File: src/rtl/dma_line_controller_if.sv
// Bundles the CPU command, bus arbitration, device and memory signals of the
// DMA line controller. The controller uses the master view; its environment
// (CPU, device and memory models) uses the slave view.
interface dma_line_controller_if #(
  parameter int WORD_SIZE      = 16,
  parameter int LINE_WORDS     = 4,
  parameter int DEVICE_BIT_LEN = 2
);
  logic                             cmd_valid;
  logic [WORD_SIZE-1:0]             cmd_addr;
  logic [WORD_SIZE-1:0]             cmd_length;
  logic                             busy;
  logic                             cmd_error;
  logic                             br;
  logic                             bg;
  logic [DEVICE_BIT_LEN-1:0]        offset;
  logic [LINE_WORDS*WORD_SIZE-1:0]  dev_data;
  logic                             mem_write;
  logic [WORD_SIZE-1:0]             mem_addr;
  logic [LINE_WORDS*WORD_SIZE-1:0]  mem_wdata;
  logic                             mem_ack;
  logic                             dma_end;

  modport master (
    input  cmd_valid, cmd_addr, cmd_length, bg, dev_data, mem_ack,
    output busy, cmd_error, br, offset, mem_write, mem_addr, mem_wdata, dma_end
  );

  modport slave (
    output cmd_valid, cmd_addr, cmd_length, bg, dev_data, mem_ack,
    input  busy, cmd_error, br, offset, mem_write, mem_addr, mem_wdata, dma_end
  );
endinterface

File: src/rtl/dma_line_controller.sv
// DMA line controller: copies whole device lines into memory for the CPU.
//
//   state | meaning
//   ------+-----------------------------------------------------------------
//   IDLE  | waiting for a command; offset parked (all ones)
//   REQ   | br raised, waiting for bg; offset is driven once bg arrives
//   SETUP | one settle cycle for device data; capture line if still granted
//   WRITE | mem_write held with stable address/data until mem_ack
//   DONE  | single cycle with dma_end high, bus already released
//
// Every output is registered: the comb process computes next values and the
// sequential process loads them.
module dma_line_controller #(
  parameter int WORD_SIZE      = 16,
  parameter int LINE_WORDS     = 4,
  parameter int NUM_LINES      = 3,
  parameter int DEVICE_BIT_LEN = 2
) (
  input  logic                   clk,
  input  logic                   reset,
  dma_line_controller_if.master  bus
);

  localparam logic [WORD_SIZE-1:0]      LINE_W  = WORD_SIZE'(LINE_WORDS);
  localparam logic [WORD_SIZE-1:0]      MAX_LEN = WORD_SIZE'(LINE_WORDS * NUM_LINES);
  localparam logic [DEVICE_BIT_LEN-1:0] PARKED  = '1;

  typedef enum logic [2:0] {IDLE, REQ, SETUP, WRITE, DONE} state_t;

  state_t state, state_nxt;

  logic                            busy_nxt, cmd_error_nxt, br_nxt;
  logic                            mem_write_nxt, dma_end_nxt;
  logic [DEVICE_BIT_LEN-1:0]       offset_nxt;
  logic [WORD_SIZE-1:0]            mem_addr_nxt;
  logic [LINE_WORDS*WORD_SIZE-1:0] mem_wdata_nxt;

  // transfer context: base address, index of the final line, current line
  logic [WORD_SIZE-1:0]      base, base_nxt;
  logic [DEVICE_BIT_LEN-1:0] last_idx, last_idx_nxt;
  logic [DEVICE_BIT_LEN-1:0] idx, idx_nxt;

  logic [DEVICE_BIT_LEN-1:0] idx_inc;
  logic [WORD_SIZE-1:0]      idx_ext;
  logic                      len_ok;

  assign idx_inc = idx + 1'b1;
  assign idx_ext = WORD_SIZE'(idx);
  assign len_ok  = (bus.cmd_length != '0) &&
                   ((bus.cmd_length % LINE_W) == '0) &&
                   (bus.cmd_length <= MAX_LEN);

  // state and registered outputs, synchronous reset
  always_ff @(posedge clk) begin
    if (reset) begin
      state         <= IDLE;
      bus.busy      <= 1'b0;
      bus.cmd_error <= 1'b0;
      bus.br        <= 1'b0;
      bus.offset    <= PARKED;
      bus.mem_write <= 1'b0;
      bus.mem_addr  <= '0;
      bus.mem_wdata <= '0;
      bus.dma_end   <= 1'b0;
      base          <= '0;
      last_idx      <= '0;
      idx           <= '0;
    end else begin
      state         <= state_nxt;
      bus.busy      <= busy_nxt;
      bus.cmd_error <= cmd_error_nxt;
      bus.br        <= br_nxt;
      bus.offset    <= offset_nxt;
      bus.mem_write <= mem_write_nxt;
      bus.mem_addr  <= mem_addr_nxt;
      bus.mem_wdata <= mem_wdata_nxt;
      bus.dma_end   <= dma_end_nxt;
      base          <= base_nxt;
      last_idx      <= last_idx_nxt;
      idx           <= idx_nxt;
    end
  end

  // next-state and next-output decode; pulses default low, levels hold
  always_comb begin
    state_nxt     = state;
    busy_nxt      = bus.busy;
    cmd_error_nxt = 1'b0;
    br_nxt        = bus.br;
    offset_nxt    = bus.offset;
    mem_write_nxt = bus.mem_write;
    mem_addr_nxt  = bus.mem_addr;
    mem_wdata_nxt = bus.mem_wdata;
    dma_end_nxt   = 1'b0;
    base_nxt      = base;
    last_idx_nxt  = last_idx;
    idx_nxt       = idx;

    // a command while a transfer is running is refused without disturbing it
    if (bus.cmd_valid && (state != IDLE)) begin
      cmd_error_nxt = 1'b1;
    end

    case (state)
      IDLE: begin
        if (bus.cmd_valid) begin
          if (len_ok) begin
            base_nxt     = bus.cmd_addr;
            last_idx_nxt = DEVICE_BIT_LEN'((bus.cmd_length / LINE_W) - 1'b1);
            idx_nxt      = '0;
            br_nxt       = 1'b1;
            busy_nxt     = 1'b1;
            state_nxt    = REQ;
          end else begin
            cmd_error_nxt = 1'b1;
          end
        end
      end
      REQ: begin
        if (bus.bg) begin
          offset_nxt = idx;
          state_nxt  = SETUP;
        end
      end
      SETUP: begin
        if (bus.bg) begin
          mem_wdata_nxt = bus.dev_data;
          mem_addr_nxt  = base + idx_ext * LINE_W;
          mem_write_nxt = 1'b1;
          state_nxt     = WRITE;
        end else begin
          // grant withdrawn before the capture: retry the same line
          state_nxt = REQ;
        end
      end
      WRITE: begin
        if (bus.mem_ack) begin
          mem_write_nxt = 1'b0;
          if (idx == last_idx) begin
            br_nxt      = 1'b0;
            dma_end_nxt = 1'b1;
            offset_nxt  = PARKED;
            state_nxt   = DONE;
          end else begin
            idx_nxt    = idx_inc;
            offset_nxt = idx_inc;
            state_nxt  = SETUP;
          end
        end
      end
      DONE: begin
        busy_nxt  = 1'b0;
        state_nxt = IDLE;
      end
      default: begin
        state_nxt = IDLE;
      end
    endcase
  end

endmodule

File: src/flat_wrapper.sv
// flat-port wrapper written by rule: the top's interface ports become plain ports
module dma_line_controller_flat 
#(
  parameter int WORD_SIZE      = 16,
  parameter int LINE_WORDS     = 4,
  parameter int NUM_LINES      = 3,
  parameter int DEVICE_BIT_LEN = 2
)
  (clk, reset, bus_cmd_valid, bus_cmd_addr, bus_cmd_length, bus_bg, bus_dev_data, bus_mem_ack, bus_busy, bus_cmd_error, bus_br, bus_offset, bus_mem_write, bus_mem_addr, bus_mem_wdata, bus_dma_end);
  dma_line_controller_if #(.WORD_SIZE(WORD_SIZE), .LINE_WORDS(LINE_WORDS), .DEVICE_BIT_LEN(DEVICE_BIT_LEN)) bus_i ();
  input  logic clk;
  input  logic reset;
  input wire logic [$bits(bus_i.cmd_valid)-1:0] bus_cmd_valid;
  input wire logic [$bits(bus_i.cmd_addr)-1:0] bus_cmd_addr;
  input wire logic [$bits(bus_i.cmd_length)-1:0] bus_cmd_length;
  input wire logic [$bits(bus_i.bg)-1:0] bus_bg;
  input wire logic [$bits(bus_i.dev_data)-1:0] bus_dev_data;
  input wire logic [$bits(bus_i.mem_ack)-1:0] bus_mem_ack;
  output wire logic [$bits(bus_i.busy)-1:0] bus_busy;
  output wire logic [$bits(bus_i.cmd_error)-1:0] bus_cmd_error;
  output wire logic [$bits(bus_i.br)-1:0] bus_br;
  output wire logic [$bits(bus_i.offset)-1:0] bus_offset;
  output wire logic [$bits(bus_i.mem_write)-1:0] bus_mem_write;
  output wire logic [$bits(bus_i.mem_addr)-1:0] bus_mem_addr;
  output wire logic [$bits(bus_i.mem_wdata)-1:0] bus_mem_wdata;
  output wire logic [$bits(bus_i.dma_end)-1:0] bus_dma_end;
  assign bus_i.cmd_valid = bus_cmd_valid;
  assign bus_i.cmd_addr = bus_cmd_addr;
  assign bus_i.cmd_length = bus_cmd_length;
  assign bus_i.bg = bus_bg;
  assign bus_i.dev_data = bus_dev_data;
  assign bus_i.mem_ack = bus_mem_ack;
  assign bus_busy = bus_i.busy;
  assign bus_cmd_error = bus_i.cmd_error;
  assign bus_br = bus_i.br;
  assign bus_offset = bus_i.offset;
  assign bus_mem_write = bus_i.mem_write;
  assign bus_mem_addr = bus_i.mem_addr;
  assign bus_mem_wdata = bus_i.mem_wdata;
  assign bus_dma_end = bus_i.dma_end;
  dma_line_controller #(.WORD_SIZE(WORD_SIZE), .LINE_WORDS(LINE_WORDS), .NUM_LINES(NUM_LINES), .DEVICE_BIT_LEN(DEVICE_BIT_LEN)) u_core (.clk(clk), .reset(reset), .bus(bus_i));
endmodule
File: config.mk
export PLATFORM = sky130hd
export DESIGN_NAME = dma_line_controller_flat
export DESIGN_NICKNAME = d
export VERILOG_FILES = /design/src/rtl/dma_line_controller_if.sv /design/src/rtl/dma_line_controller.sv /design/src/flat_wrapper.sv
export SDC_FILE = /design/constraint.sdc
export NUM_CORES = 1
export LEC_CHECK = 0
export ABC_AREA = 1
export CAP_MARGIN = 20
export CORE_AREA = 2 2 111 113
export DETAILED_ROUTE_END_ITERATION = 7
export DIE_AREA = 0 0 113 115
export HOLD_SLACK_MARGIN = 0.06
export MAX_ROUTING_LAYER = met4
export PLACE_DENSITY = 0.83
export RECOVER_POWER = 100
export SETUP_SLACK_MARGIN = 0.05
export SLEW_MARGIN = 40
export SYNTH_ARGS = -nofsm -noshare
export SYNTH_HDL_FRONTEND = slang
export SYNTH_SLANG_ARGS = --single-unit
File: constraint.sdc
create_clock -name clk -period 1.5 [get_ports clk]
set_input_delay 0.3 -clock clk [delete_from_list [all_inputs] [get_ports clk]]
set_output_delay 0.3 -clock clk [all_outputs]
set_load 0.03 [all_outputs]
==> results of run 1 <==
-- sequential cells by signal, summed over array words and instances, names as in the netlist --
register / cells
u_core.state: 3
u_core.bus.offset: 2
u_core.bus.mem_write: 1
u_core.bus.cmd_error: 1
u_core.bus.dma_end: 1
u_core.idx: 2
u_core.bus.busy: 1
u_core.last_idx: 2
u_core.bus.br: 1
u_core.base: 16
u_core.bus.mem_wdata: 64
u_core.bus.mem_addr: 16
-- cells by family after synthesis --
| group | count (synthesis) |
|---|---|
| xor+xnor | 9 |
| flops | 110 |
| fa+ha+maj | 4 |
| buf+inv | 68 |
| compound gates | 116 |
| simple gates | 289 |
-- worst max path at each step --
stage	startpoint	to	slack [ns]	depth (start not counted)
4_1_cts	u_core.base[2]	u_core.bus.mem_addr[8]	0.02	8
3_3_place_gp	bus_cmd_length[2]	u_core.base[15]	-0.46	9
2_1_floorplan	u_core.idx[0]	u_core.bus.mem_addr[12]	0.05	7
6_report	u_core.base[2]	u_core.bus.mem_addr[12]	-0.08	7
3_5_place_dp	bus_cmd_length[2]	u_core.base[7]	-0.50	9
5_1_grt	u_core.idx[0]	u_core.bus.mem_addr[12]	-0.11	7
-- power by group through the flow --
stage	clock (µW)	sequential [µW]	combinational, µW
2_1_floorplan	0	2990	100
3_3_place_gp	0	2990	409
3_5_place_dp	0	2990	409
4_1_cts	2720	2920	414
5_1_grt	2810	2910	458
6_report	2670	2910	422
-- stage by stage --
stage	setup WS, ns	util [%]	std cells	instance area (µm²)	hold WS [ns]
4_1_cts	0.0245	60.3	954	7130	0.404
2_1_floorplan	0.0474	-	596	4510	0.426
6_report	-0.0847	62.7	959	7410	0.401
5_1_grt	-0.108	62.7	959	7410	0.455
3_3_place_gp	-0.465	56.8	926	6710	0.439
3_5_place_dp	-0.499	56.8	926	6710	0.458
-- layout by cell type (no fill, tap or decap), drive strengths merged, types with 13 or more instances in the layout --
cell type and instances:
o21ai 99, dfxtp 110, dlygate4sd2 80, nor2 209
nand3 18, clkdlybuf4s50 84, buf 42, nand2 52
inv 37, a21oi 13
-- routing by layer --
layer / up-vias / routed length (µm)
li1: 2319 / -
met1: 2128 / 5710
met2: 206 / 6910
met3: 47 / 1220
met4: 0 / 471
met5: - / 0
-- tightest hold or removal path: stages --
cell             delay, ns
clkdlybuf4s15_1       0.18
inv_2                 0.08
o21ai_0               0.08
nor2_1                0.08
-- area by class of cell --
type | count | area, µm² | share of cell area [%]
Multi-Input combinational cell | 420 | 2230 | 30.1
Clock buffer | 11 | 253 | 3.41
Clock inverter | 5 | 81.3 | 1.10
Timing Repair Buffer | 228 | 2280 | 30.8
Tap cell | 147 | 184 | 2.48
Sequential cell | 110 | 2220 | 29.9
Inverter | 38 | 160 | 2.16
-- repair_timing --
item / 4_1_cts / 5_1_grt
pin swaps: 22 / 40
gates cloned: 3 / 1
resized for setup: 112 / 72
endpoints found under the setup margin: 120 / 95
setup buffers: 9 / 5
==> impl_metrics.csv, run 1 <==
group,metric,value,unit
run_status,run_status,"complete, but fails checks",
run_status,violations,"design-rule violations, negative setup slack",
sta,rsz0062_at_grt,"true",
critical_path,critPathRequiredTime,1.74,ns
power_and_ir_drop,total_power,6010,µW
power_and_ir_drop,p_int,4750,µW
sta,setup_viol,7,
sta,fin_crit,1.58,ns
final_layout,syn2layout_area_growth,64.7,%
critical_path,crit_fanout,4,
logic_synthesis,yosysMostFrequentCell,"nor2_1",
route,drtAntennaViolNets,0,
logic_synthesis,postSynth.asyncResetShare,0,%
grt,grt_max_degree,51,
cts,path_clk_slew,0.08,ns
grt,grt.total_usage,21.1,%
critical_path,cpPeakStageDelay,0.43,ns
logic_synthesis,synth_top_family_by_area,"simple AND/OR/NAND/NOR gates",
sta,setup_ws,-0.0847,ns
power_and_ir_drop,pwr-share-seq,48.5,%
logic_synthesis,synth_top_area_cell,"dfxtp_1",
floorplan,start_util,38.1,%
route,dr.pass1.iters,7,
critical_path,crit_path_frequent_cell,"nand3_4",
final_layout,final_nets,912,
min_path,holdCritPathClass,"in -> reg",
power_and_ir_drop,swShare,21.0,%
placed_design,post-dp-hpwl,9.05,mm
floorplan,ios,188,
critical_path,crit-reg2reg-launch,"u_core.base[2]",
floorplan,coreArea,0.0118,mm²
sta,relSlewSlack,74.0,%
power_and_ir_drop,power_density,811,mW/mm²
logic_synthesis,synth-seq-cells,110,
sta,tightest_slew,0.388,ns
min_path,hold_start,"bus_cmd_length[2]",
logic_synthesis,yosys-top-cells-area,"dfxtp_1 49%, nor2_1 16%, o21ai_0 11%, nand2_1 4.1%, inv_1 2.8%",
floorplan,die_height,115,µm
critical_path,path_buf_inv,1,
logic_synthesis,syn_inst,596,
logic_synthesis,ys.flop_type,"dfxtp_1",
logic_synthesis,yosys.area_share.simple,28.3,%
placed_design,finalWeightedCongestion,0.878,
min_path,whs_endpoint,"u_core.last_idx[0]",
critical_path,cp_slowest_cell,"fa_2",
route,vias,4700,
cts,cts_made_buffers,9,
logic_synthesis,netlist_area,0.00450,mm²
logic_synthesis,yosysWarnings,0,
floorplan,fp.dieArea,0.0130,mm²
power_and_ir_drop,p_switching,1260,µW
grt,grt_use_met1,24.2,%
critical_path,worstPathArrival,1.82,ns
logic_synthesis,synthDistinctLibCells,33,
grt,grt_pass1_vias,4399,
cts,cts-hold-fix-buffers,0,
cts,cts_sinks,110,
sta,setup_tns,-0.390,ns
grt,busiest_layer,"met2",
route,drc,12,
cts,cts-htree-levels,3,
logic_synthesis,synthMuxAreaShare,0,%
floorplan,row_count,40,
critical_path,critical-path-top-delay-family,"adder cells",
power_and_ir_drop,p_leak,0.00339,µW
final_layout,fillers,994,
logic_synthesis,yosysSeqAreaShare,49.0,%
sta,slew_violations,0,
sta,hold_violations,0,
logic_synthesis,synth_adder_area_share,1.28,%
critical_path,worstPathCellList,"ha_4 > fa_2 > nand3_4 > inv_4 > nand3_4 > xor2_1 > a21oi_1",
route,wl,14.3,mm
power_and_ir_drop,comb_power_share,7.0,%
cts,clk_latency,0.35,ns
floorplan,die_w,113,µm
power_and_ir_drop,ir_drop,0.000534,V
critical_path,start_kind,"flop",
critical_path,rrSetupSlack,-0.08,ns
logic_synthesis,avgSynthCellArea,7.55,µm²
cts,cts_tree,"yes",
logic_synthesis,synth_top_area_share,49.0,%
sta,min_period_over_period,106,%
route,drt_iter0_drc,274,
grt,antenna_found_initial,0,
cts,clock-root-buffer,"clkbuf_16",
grt,grt_pass1_wl,21.0,mm
route,vias_per_cell,4.90,
route,wl_per_cell,14.9,µm
power_and_ir_drop,p_clk_share,44.5,%
grt,grt_overflow_total,0,
logic_synthesis,yosys-top-cells-count,"196 x nor2_1, 110 x dfxtp_1, 98 x o21ai_0",
final_layout,drive_above_1_share,15.6,%
logic_synthesis,synth-compound-area-share,13.1,%
grt,use_met2,34.9,%
logic_synthesis,synthXorXnorAreaFrac,1.75,%
placed_design,portBuffers,187,
min_path,holdPathStages,4,
sta,clock_skew,0.00612,ns
logic_synthesis,synth_edf_count,0,
run,drv.max_cap_violation_count,0,
grt,grt.met3_usage,5.48,%
critical_path,crit_type,"reg -> reg",
cts,clock_path_buffers,2,
critical_path,r2r_end,"u_core.bus.mem_addr[12]",
critical_path,r2r_cells,7,
sta,fmax,631,MHz
final_layout,num_antenna_cells,0,
critical_path,critical_path.endpoint_type,"flop",
logic_synthesis,synthesis.nets,701,
(Power assumes the default switching activity.)
==> run 2: changes to the inputs <==
--- a/config.mk
+++ b/config.mk
@@ -7,12 +7,12 @@
 export LEC_CHECK = 0
 export ABC_AREA = 1
 export CAP_MARGIN = 20
-export CORE_AREA = 2 2 111 113
+export CORE_AREA = 2 2 124 102
 export DETAILED_ROUTE_END_ITERATION = 7
-export DIE_AREA = 0 0 113 115
-export HOLD_SLACK_MARGIN = 0.06
+export DIE_AREA = 0 0 126 104
+export HOLD_SLACK_MARGIN = 0.03
 export MAX_ROUTING_LAYER = met4
-export PLACE_DENSITY = 0.83
+export PLACE_DENSITY = 0.82
 export RECOVER_POWER = 100
 export SETUP_SLACK_MARGIN = 0.05
 export SLEW_MARGIN = 40
==> run 2 against run 1 <==
The run ends with negative setup slack left. Core utilization is 1.3 points lower. Cell count grew 1.4%. Sequential share of layout area rose by 0.37 points. Global-route usage decreased by 0.67 points. Critical path type unchanged. Non-clock buffer count rose by 8. Via count fell by 1.9%. Largest power group unchanged. First-iteration DRC count fell by 4.7%. Count of clock-buffer cells in the layout decreased by 1.
==> impl_metrics.csv, run 2 (synthesis results as in run 1) <==
group,metric,value,unit
floorplan,die_w,126,µm
sta,min_period_over_period,102,%
critical_path,cpPeakStageDelay,0.38,ns
final_layout,regMostFlops,"u_core.bus.mem_wdata",
sta,fmax,651,MHz
cts,cts_sinks,110,
final_layout,largest_reg_flops,64,
floorplan,ios,188,
sta,hold-worst-slack,0.469,ns
final_layout,reg.largest.list,"u_core.bus.mem_wdata: 64 flops, u_core.base: 16 flops, u_core.bus.mem_addr: 16 flops",
cts,cts-hold-fix-buffers,0,
cts,cts-htree-levels,3,
sta,setup_ws,-0.0372,ns
critical_path,crit_fanout,4,
placed_design,post-dp-hpwl,9.06,mm
grt,grt_pass1_wl,21.3,mm
grt,grt_overflow_total,0,
critical_path,r2r_end,"u_core.bus.mem_addr[10]",
cts,clk_latency,0.34,ns
route,drtAntennaViolNets,0,
route,vias,4610,
critical_path,r2r_cells,8,
route,drt_iter0_drc,261,
sta,hold_violations,0,
floorplan,fp.dieArea,0.0131,mm²
sta,slew_violations,0,
critical_path,crit_type,"reg -> reg",
power_and_ir_drop,ir_drop,0.000706,V
critical_path,cp_slowest_cell,"fa_2",
power_and_ir_drop,p_leak,0.00337,µW
final_layout,num_antenna_cells,0,
route,drc,0,
run,drv.max_cap_violation_count,0,
grt,grt.total_usage,20.5,%
final_layout,utilization,61.5,%
critical_path,critPathRequiredTime,1.73,ns
placed_design,finalWeightedCongestion,0.861,
grt,grt_pass1_vias,4250,
cts,clock_path_buffers,2,
cts,clock-root-buffer,"clkbuf_16",
sta,relSlewSlack,69.8,%
critical_path,crit-reg2reg-launch,"u_core.idx[0]",
final_layout,final_nets,920,
floorplan,coreArea,0.0119,mm²
critical_path,critical_path.endpoint_type,"flop",
sta,setup_viol,9,
route,wl,13.6,mm
run_status,violations,"negative setup slack",
placed_design,portBuffers,187,
floorplan,die_height,104,µm
cts,cts_tree,"yes",
cts,cts_made_buffers,9,
sta,fin_crit,1.54,ns
grt,antenna_found_initial,0,
sta,clock_skew,0.00544,ns
final_layout,layout_commonest_cell,"nor2_1",
critical_path,rrSetupSlack,-0.04,ns
run_status,run_status,"complete, but fails checks",
min_path,holdPathStages,2,
critical_path,crit_path_end,"u_core.bus.mem_addr[10]",
route,wl_per_cell,13.9,µm
critical_path,worstPathArrival,1.77,ns
critical_path,start_kind,"flop",
critical_path,startpoint,"u_core.idx[0]",
floorplan,row_count,36,
sta,rsz0062_at_grt,"true",
final_layout,drive_above_1_share,14.9,%
floorplan,start_util,37.8,%
final_layout,layout_common_cells,"192 x nor2_1, 105 x dfxtp_1, 87 x clkdlybuf4s50_1, 87 x dlygate4sd2_1, 82 x o21ai_0",
min_path,holdCritPathClass,"reg -> reg",
sta,tightest_slew,0.455,ns
route,vias_per_cell,4.74,
route,dr.pass1.iters,4,
critical_path,worstPathCellList,"ha_4 > fa_2 > nand3_2 > inv_2 > nand2_1 > xnor2_1 > o21ai_1 > inv_1",
final_layout,syn2layout_area_growth,62.5,%
cts,path_clk_slew,0.07,ns
power_and_ir_drop,power_density,811,mW/mm²
grt,grt_max_degree,50,
-- run 2: report_power, final --
part	leakage, µW	total, µW	switching (µW)	internal (µW)
Sequential	0.000889	2920	0.596	2910
Combinational	0.00233	446	152	294
Clock	0.000151	2570	1090	1480
Total	0.00337	5930	1240	4690
-- run 2: how the worst min path moves through the flow --
stage	from	to	slack, ns
after detailed placement	u_core.bus.br	u_core.bus.br	0.45
after CTS	u_core.bus.br	u_core.bus.br	0.46
after global routing	u_core.bus.br	u_core.bus.br	0.49
after floorplan	bus_cmd_valid	u_core.bus.cmd_error	0.43
final	u_core.base[0]	u_core.base[0]	0.47
after global placement	u_core.bus.br	u_core.bus.br	0.44
-- run 2: cell type report --
type                       instances  area, µm²
clock inverter                     6       95.1
timing repair buffer             236       2290
clock buffer                      10        229
sequential                       110       2210
inverter                          38        155
multi-input combinational        420       2140
fill                            1080       4580
tap                              152        190
-- run 2: routing by layer --
| layer | track usage (%) | routed length [µm] | up-vias |
|---|---|---|---|
| li1 | - | - | 2333 |
| met1 | 25.8 | 6170 | 2116 |
| met2 | 33.1 | 6480 | 140 |
| met3 | 4.84 | 698 | 21 |
| met4 | 5.49 | 207 | 0 |
| met5 | - | 0 | - |
-- run 2: timing repair --
item                       in CTS  in global routing
setup endpoints to repair     117                 37
buffers inserted               14                  7
cloned                          3                  0
pin swaps                      19                 34
resized for setup             107                 51
-- run 2: critical path, delay by kind of cell, from the launching register on --
family,cells,cell delay [ns]
flops,1,0.36
simple gates,2,0.19
buf+inv,2,0.12
fa+ha+maj,2,0.55
compound gates,1,0.14
xor+xnor,1,0.07
-- run 2: per-stage QoR --
stage,setup WS (ns),area (µm²),cells,power [µW],setup TNS (ns)
after floorplan,0.0474,4510,596,3090,0
after global placement,-0.445,6780,933,3400,-20.42
after detailed placement,-0.516,6780,933,3410,-22.89
after CTS,-0.00143,7230,966,5990,-0.00205
after global routing,-0.0992,7310,972,6130,-1.45
final,-0.0372,7310,972,5930,-0.126
==> run 3: changes to the inputs <==
--- a/config.mk
+++ b/config.mk
@@ -14,7 +14,7 @@
 export MAX_ROUTING_LAYER = met4
 export PLACE_DENSITY = 0.82
 export RECOVER_POWER = 100
-export SETUP_SLACK_MARGIN = 0.05
+export SETUP_SLACK_MARGIN = 0.2
 export SLEW_MARGIN = 40
 export SYNTH_ARGS = -nofsm -noshare
 export SYNTH_HDL_FRONTEND = slang
==> run 3 against run 2 <==
The run still ends with negative setup slack left. Cell count is 1.1% higher. Critical path depth did not move. Sequential share of layout area shrank 2.9 points. Register-to-register slack worse by 0.05 ns. Count of clock-buffer cells in the layout unchanged. Power shrank 4.4%. Non-clock buffer count increased by 10. Via count rose by 7.4%. Setup slack got worse by 0.049 ns. Core utilization is 6.8 points higher. Combinational power is 17% higher. Routed wire length rose by 28%.
==> impl_metrics.csv, run 3 (synthesis results as in run 1) <==
group,metric,value,unit
sta,fmax,630,MHz
run_status,violations,"negative setup slack",
placed_design,place_area,0.00671,mm²
grt,grt.total_usage,21.9,%
floorplan,die_w,126,µm
floorplan,ios,188,
power_and_ir_drop,p_switching,1310,µW
grt,antenna_found_initial,0,
critical_path,start_kind,"flop",
route,dr.pass1.iters,4,
sta,min_period_over_period,106,%
cts,cts_tree,"yes",
route,met2_length,8.60,mm
power_and_ir_drop,p_int,4360,µW
final_layout,fillers,977,
grt,grt_overflow_total,0,
route,drt_iter0_drc,360,
final_layout,largest_reg_flops,64,
run,drv.max_cap_violation_count,0,
power_and_ir_drop,swShare,23.1,%
cts,clock_path_buffers,2,
route,wl,17.4,mm
run_status,run_status,"complete, but fails checks",
final_layout,num_antenna_cells,0,
grt,grt_pass1_vias,4549,
critical_path,crit_fanout,4,
route,drtAntennaViolNets,0,
grt,grt_max_degree,47,
final_layout,reg.largest.list,"u_core.bus.mem_wdata: 64 flops, u_core.base: 16 flops, u_core.bus.mem_addr: 16 flops",
critical_path,worstPathArrival,1.88,ns
final_layout,final_nets,931,
floorplan,start_util,37.8,%
route,wl_met3,974,µm
final_layout,syn2layout_area_growth,80.5,%
critical_path,crit_type,"reg -> reg",
cts,clk_latency,0.35,ns
cts,path_clk_slew,0.07,ns
route,top_layer_used,"met4",
cts,cts_made_buffers,9,
final_layout,stdcell_area,0.00812,mm²
sta,relSlewSlack,70.1,%
floorplan,fp.dieArea,0.0131,mm²
final_layout,layout_common_cells,"152 x nor2_1, 101 x dfxtp_1, 89 x clkbuf_1, 82 x clkdlybuf4s50_1, 67 x o21ai_2",
critical_path,critical_path.endpoint_type,"flop",
sta,fin_crit,1.59,ns
grt,grt_pass1_wl,22.7,mm
sta,rsz0062_at_grt,"true",
sta,setup_viol,5,
cts,cts-hold-fix-buffers,0,
final_layout,regMostFlops,"u_core.bus.mem_wdata",
route,drc,0,
sta,hold_violations,0,
sta,tightest_slew,0.450,ns
power_and_ir_drop,power_density,698,mW/mm²
sta,setup_ws,-0.0861,ns
power_and_ir_drop,ir_drop,0.000572,V
sta,clock_skew,0.00764,ns
critical_path,critPathRequiredTime,1.80,ns
final_layout,layout_commonest_cell,"nor2_1",
power_and_ir_drop,p_clk_share,39.4,%
placed_design,finalWeightedCongestion,0.882,
sta,hold-worst-slack,0.380,ns
route,vias_per_cell,5.03,
floorplan,row_count,36,
final_layout,drive_above_1_share,33.2,%
route,vias,4949,
route,wl_per_cell,17.7,µm
power_and_ir_drop,pwr-share-seq,51.4,%
sta,slew_violations,0,
power_and_ir_drop,p_leak,0.00321,µW
cts,cts-htree-levels,3,
cts,clock-root-buffer,"clkbuf_16",
floorplan,coreArea,0.0119,mm²
placed_design,post-dp-hpwl,8.93,mm
placed_design,portBuffers,187,
route,wl_met1,7.42,mm
cts,cts_sinks,110,
min_path,holdCritPathClass,"in -> reg",
sta,setup_tns,-0.314,ns
power_and_ir_drop,comb_power_share,9.2,%
floorplan,die_height,104,µm
[run 3: cell types whose count changed in the layout (fill, tap and decap cells not counted), sizes merged]
cell           previous run  this run
buf                      43        51
bufinv                    2         0
clkbuf                   18       108
clkdlybuf4s50            87        82
clkinv                    2         4
clkinvlp                  2         1
dlygate4sd2              87        14
dlygate4sd3               1         0
dlymetal6s2s             10         1
inv                      38        39
nand4                     7         8
[run 3: final cells by class]
class                      count  area, µm²  share of cell area [%]
sequential                   110       2220                    27.4
clock inverter                 6       43.8                   0.539
tap                          152        190                    2.34
timing repair buffer         246       2320                    28.5
clock buffer                  10        229                    2.82
inverter                      38        188                    2.31
multi-input combinational    421       2930                    36.1
[run 3: power groups by stage]
stage	Clock, µW	Combinational [µW]	Sequential (µW)
2_1_floorplan	0	105	2990
3_3_place_gp	0	425	2990
3_5_place_dp	0	427	2990
4_1_cts	2270	425	2910
5_1_grt	2380	556	2910
6_report	2230	523	2910
[run 3: path summary, 6_finish.rpt]
path | start | end | slack [ns] | cells past startpoint
hold reg to reg | u_core.bus.busy | u_core.bus.busy | 0.47 | 2
setup reg to reg | u_core.idx[1] | u_core.bus.mem_addr[8] | -0.09 | 8
setup / recovery | u_core.idx[1] | u_core.bus.mem_addr[8] | -0.09 | 8
hold / removal | bus_cmd_length[2] | u_core.last_idx[0] | 0.38 | 5
[run 3: per-layer routing]
layer | track usage (%) | up-vias
met2 | 36.2 | 173
met4 | 5.81 | 0
met5 | - | -
met3 | 5.71 | 32
met1 | 26.7 | 2364
li1 | - | 2380
[run 3: what timing repair did]
action | CTS | global route
gates cloned | 8 | 13
setup endpoints to repair | 187 | 171
gates resized for setup | 371 | 426
setup buffers | 13 | 8
pin swaps | 34 | 82
[run 3: metrics by stage]
step                      total power [µW]  instances  util, %  setup WS [ns]
final                                 5670        983     68.3        -0.0861
after floorplan                       3100        596        -         0.0909
after global placement                3410        925     56.4         -0.555
after detailed placement              3410        925     56.4         -0.636
after global routing                  5850        983     68.3         -0.155
after CTS                             5610        962     62.6         0.0424
[run 3: critical path, stage by stage (launching register included)]
cell and delay [ns]:
dfxtp_4 0.37, buf_4 0.14, fa_2 0.41, nand3_2 0.14, inv_4 0.07, nand3_2 0.06
xor2_1 0.20, o21ai_1 0.10, inv_1 0.05
